==> src/rtl/lut_seq_pkg.sv <==
// Shared types and defaults for the table-driven sequence controller.
package lut_seq_pkg;

  localparam int unsigned DEF_W  = 2;
  localparam int unsigned DEF_LW = 8;

  typedef enum logic [1:0] {
    IDLE,
    RUN,
    PAUSE,
    DONE
  } state_t;

  // Default next-state for entry idx: a plain increment that wraps at 2**w.
  function automatic int unsigned default_next(input int unsigned idx, input int unsigned w);
    return (idx + 1) % (32'd1 << w);
  endfunction

endpackage

==> src/rtl/lut_seq_table.sv <==
// Next-state lookup table: one write port, one combinational read port.
module lut_seq_table
  import lut_seq_pkg::*;
#(
  parameter int unsigned W = DEF_W
) (
  input  logic         clk,
  input  logic         reset,
  input  logic         we,
  input  logic [W-1:0] waddr,
  input  logic [W-1:0] wdata,
  input  logic [W-1:0] raddr,
  output logic [W-1:0] rdata
);

  localparam int unsigned DEPTH = 1 << W;

  logic [W-1:0] mem [DEPTH];

  always_ff @(posedge clk) begin
    if (reset) begin
      for (int unsigned i = 0; i < DEPTH; i++) begin
        mem[W'(i)] <= W'(default_next(i, W));
      end
    end else if (we) begin
      mem[waddr] <= wdata;
    end
  end

  assign rdata = mem[raddr];

endmodule

==> src/rtl/lut_seq_ctrl.sv <==
// Run-length sequencer that steps count through a programmable next-state table.
module lut_seq_ctrl
  import lut_seq_pkg::*;
#(
  parameter int unsigned W  = DEF_W,
  parameter int unsigned LW = DEF_LW
) (
  input  logic          clk,
  input  logic          reset,
  input  logic          cfg_valid,
  output logic          cfg_ready,
  input  logic [W-1:0]  cfg_addr,
  input  logic [W-1:0]  cfg_data,
  input  logic          start,
  input  logic [LW-1:0] run_len,
  input  logic          pause,
  input  logic          stop,
  input  logic          clr,
  output logic [W-1:0]  count,
  output logic          step,
  output logic          busy,
  output logic          done,
  output logic          aborted
);

  state_t        state;
  logic [LW-1:0] remaining;
  logic [W-1:0]  next_count;
  logic          tbl_we;

  assign cfg_ready = (state == IDLE);
  assign busy      = (state == RUN) || (state == PAUSE);
  assign tbl_we    = cfg_valid && cfg_ready;

  lut_seq_table #(.W(W)) u_table (
    .clk   (clk),
    .reset (reset),
    .we    (tbl_we),
    .waddr (cfg_addr),
    .wdata (cfg_data),
    .raddr (count),
    .rdata (next_count)
  );

  always_ff @(posedge clk) begin
    if (reset) begin
      state     <= IDLE;
      count     <= '0;
      remaining <= '0;
      step      <= 1'b0;
      done      <= 1'b0;
      aborted   <= 1'b0;
    end else begin
      step    <= 1'b0;
      done    <= 1'b0;
      aborted <= 1'b0;
      case (state)
        IDLE: begin
          if (clr) begin
            count <= '0;
          end
          if (start) begin
            if (run_len != '0) begin
              remaining <= run_len;
              state     <= RUN;
            end else begin
              state <= DONE;
              done  <= 1'b1;
            end
          end
        end
        // stop outranks pause, which outranks stepping
        RUN: begin
          if (stop) begin
            state   <= IDLE;
            aborted <= 1'b1;
          end else if (pause) begin
            state <= PAUSE;
          end else begin
            count     <= next_count;
            remaining <= remaining - LW'(1);
            step      <= 1'b1;
            if (remaining == LW'(1)) begin
              state <= DONE;
              done  <= 1'b1;
            end
          end
        end
        PAUSE: begin
          if (stop) begin
            state   <= IDLE;
            aborted <= 1'b1;
          end else if (!pause) begin
            state <= RUN;
          end
        end
        DONE: begin
          state <= IDLE;
        end
        default: begin
          state <= IDLE;
        end
      endcase
    end
  end

endmodule
==> config.mk <==
export PLATFORM = sky130hd
export DESIGN_NAME = lut_seq_ctrl
export DESIGN_NICKNAME = d
export VERILOG_FILES = /design/src/rtl/lut_seq_pkg.sv /design/src/rtl/lut_seq_table.sv /design/src/rtl/lut_seq_ctrl.sv
export SDC_FILE = /design/constraint.sdc
export NUM_CORES = 1
export LEC_CHECK = 0
export ABC_AREA = 0
export CAP_MARGIN = 20
export CORE_MARGIN = 8
export CORE_UTILIZATION = 55
export CTS_CLUSTER_DIAMETER = 100
export CTS_CLUSTER_SIZE = 40
export DETAILED_ROUTE_END_ITERATION = 6
export PLACE_DENSITY_LB_ADDON = 0.2
export SYNTH_ARGS = -nofsm -noshare
export SYNTH_HDL_FRONTEND = slang
export SYNTH_SLANG_ARGS = --single-unit
export TNS_END_PERCENT = 100
==> constraint.sdc <==
create_clock -name clk -period 3.3 [get_ports clk]
set_clock_uncertainty 0.15 [all_clocks]
set_input_delay 0.495 -clock clk [delete_from_list [all_inputs] [get_ports clk]]
set_output_delay 0.495 -clock clk [all_outputs]
set_load 0.005 [all_outputs]
==> flow_metrics.tcl <==
set metrics [dict create \
    status "complete, no violations" \
    gp_congestion 0.977 \
    seq_area_frac_synth 0.419 \
    numCtsBuffers 3 \
    crit_slowest_cell "or3b_1" \
    ir_worst_vdd_mv 0.420 \
    synthCells 148 \
    yosys_warnings 0 \
    path_max_fanout 13 \
    path_clk_slew_ns 0.15 \
    worstMarginPinSlew_ns 0.606 \
    antenna_found_initial 0 \
    syn_area_per_cell_sq_um 9.36 \
    num-fill-cells 201 \
    total_power_mw 1.05 \
    cpPeakStageDelay_ns 0.52 \
    routed_wirelength_um 3710 \
    critical_path_required_ns 3.39 \
    hold_viol_final 0 \
    dp_hpwl_um 2860 \
    reg2reg_slack_ns 0.90 \
    nNetsFinal 199 \
    cts_hold_buffers 0 \
    cts.repair.resized 0 \
    cts.path.max_buffers 2 \
    final.setup.tns_ns 0 \
    fmax_ghz 0.416 \
    min_path_type "reg2reg" \
    worstPathArrival_ns 2.50 \
    seqCellArea_sq_um 581 \
    die_area_sq_um 4380 \
    async_flop_share 0 \
    vias 1313 \
    htreeDepth 1 \
    end_kind "register" \
    path_cells "inv_1 > ha_1 > or3b_1 > a21oi_4 > nand2_2 > o31ai_1" \
    dp_cells 199 \
    grt_pass1_vias 1232 \
    worst_slack_ns 0.898 \
    synth-seq-cells 25 \
    die_h_um 66.2 \
    multi_input_area_sq_um 743 \
    maxSlewHeadroom 0.592 \
    grt.overflow.total 0 \
    setup_viol 0 \
    synth-main-ff-cell "dfxtp_1" \
    worstHoldStart "remaining[4]$_SDFFE_PP0P_" \
    period_share 0.728 \
    post_cts_buffers 0 \
    cts.sinks 25 \
    antenna_cells 0 \
    hold_slack_ns 0.399 \
    r2r-start "state[1]$_SDFFE_PP0P_" \
    grt_max_degree 17 \
    core_region_area_sq_um 2430 \
    crit_start "state[1]$_SDFFE_PP0P_" \
    num_io_pins 26 \
    rows 18 \
    start_util 0.569 \
    final_cell_count_no_fill 203 \
    drv_slew 0 \
    power.density_nw_per_um2 619 \
    design_area_sq_um 1690 \
    drc_errors 0 \
    fin_util 0.695 \
    synth_edf_count 8 \
    cap_violations 0 \
    placed_cell_area_sq_um 1660 \
    crit_type "reg2reg" \
    synth.distinct_cells 42 \
    drt_iter0_markers 78 \
    pre_cts_ws_ns 0.713 \
    cts_root_buf "clkbuf_4" \
    drt-pass1-iter-count 4 \
    drive_above_1_share 0.0809 \
    worstPathBufferInverterCount 1 \
    grt_pass1_wl_um 5910 \
    port_buffers 25 \
    routed_via_density 6.47 \
    syn2layout_area_growth_pct 22.1 \
    routedWlPerCell_um 18.3 \
    fp.dieW_um 66.2 \
    startpoint_type "register" \
    grt_usage 0.170 \
    syn_nets 173 \
    clock_latency_ns 0.32 \
    cts_tree "built" \
    antenna_left 0 \
    crit_family "simple AND/OR/NAND/NOR gates" \
    rsz0062_at_grt "no" \
    syn-cell-area_sq_um 1390 \
    leakage_nw 0.598 \
    period_minus_slack_ns 2.40 \
]
logic make-up after synthesis:
family,Yosys count,share of synthesized area
compound gates,45,0.232
fa+ha+maj,6,0.0542
buf+inv,16,0.0443
flops,25,0.419
mux,3,0.0397
simple gates,53,0.210
cell type report:
cell class,instances,area share
Clock inverter,1,0.00518
Timing Repair Buffer,26,0.152
Tap cell,30,0.0222
Clock buffer,3,0.0133
Inverter,11,0.0244
Sequential cell,25,0.343
Multi-Input combinational cell,107,0.439
flip-flops by register name (all words and copies together), names as in the netlist, named ones only:
name	count
u_table.mem	8
done	1
state	2
step	1
remaining	8
count	2
aborted	1
worst register-to-register path, stage by stage, from the launching register on:
cell and delay (ns):
dfxtp_1 0.36, inv_1 0.11, ha_1 0.45, or3b_1 0.52, a21oi_4 0.33, nand2_2 0.14
o31ai_1 0.27
per-layer routing:
metal  GRT usage  vias up  share of wire
met5           0        -              0
met4      0.0533        0          0.012
met3      0.0356        6          0.075
met2       0.261       57           0.49
met1       0.231      634           0.43
li1            -      616              -
synthesized netlist by cell type (4+ instances only):
master	count	area (sq um)
o21ai_0	7	35.0
o31ai_1	5	37.5
nand2_1	5	18.8
inv_1	11	41.3
nor2_1	11	41.3
clkbuf_1	4	15.0
ha_1	6	75.1
a21oi_1	13	65.1
and3_1	5	31.3
dfxtp_1	17	340
edfxtp_1	8	240
nor4_1	4	25.0
nor3_1	7	35.0
path summary, 6_finish.rpt:
check                              end  cells past startpoint
min          remaining[4]$_SDFFE_PP0P_                      2
min reg2reg  remaining[4]$_SDFFE_PP0P_                      2
max reg2reg  remaining[3]$_SDFFE_PP0P_                      6
max          remaining[3]$_SDFFE_PP0P_                      6
placed cells by master (no fill, tap or decap), types with 2 or more instances in the layout:
cell	instances
a211oi_1	3
a21oi_1	13
a311o_1	2
a31oi_1	3
and3_1	5
clkbuf_4	3
clkdlybuf4s50_1	25
dfxtp_1	17
edfxtp_1	8
ha_1	6
inv_1	11
mux4_2	2
nand2_1	5
nand2b_1	3
nand3_1	3
nand4_1	2
nor2_1	11
nor2b_1	3
nor3_1	7
nor4_1	4
o21ai_0	7
o311ai_1	3
o31ai_1	5
or2_2	2
where the power goes:
| part | internal, mW | switching (mW) |
|---|---|---|
| combinational | 0.198 | 0.283 |
| sequential | 0.369 | 0.0475 |
| clock | 0.0494 | 0.101 |
| total | 0.616 | 0.432 |
Power figures use the tool's default switching activity.
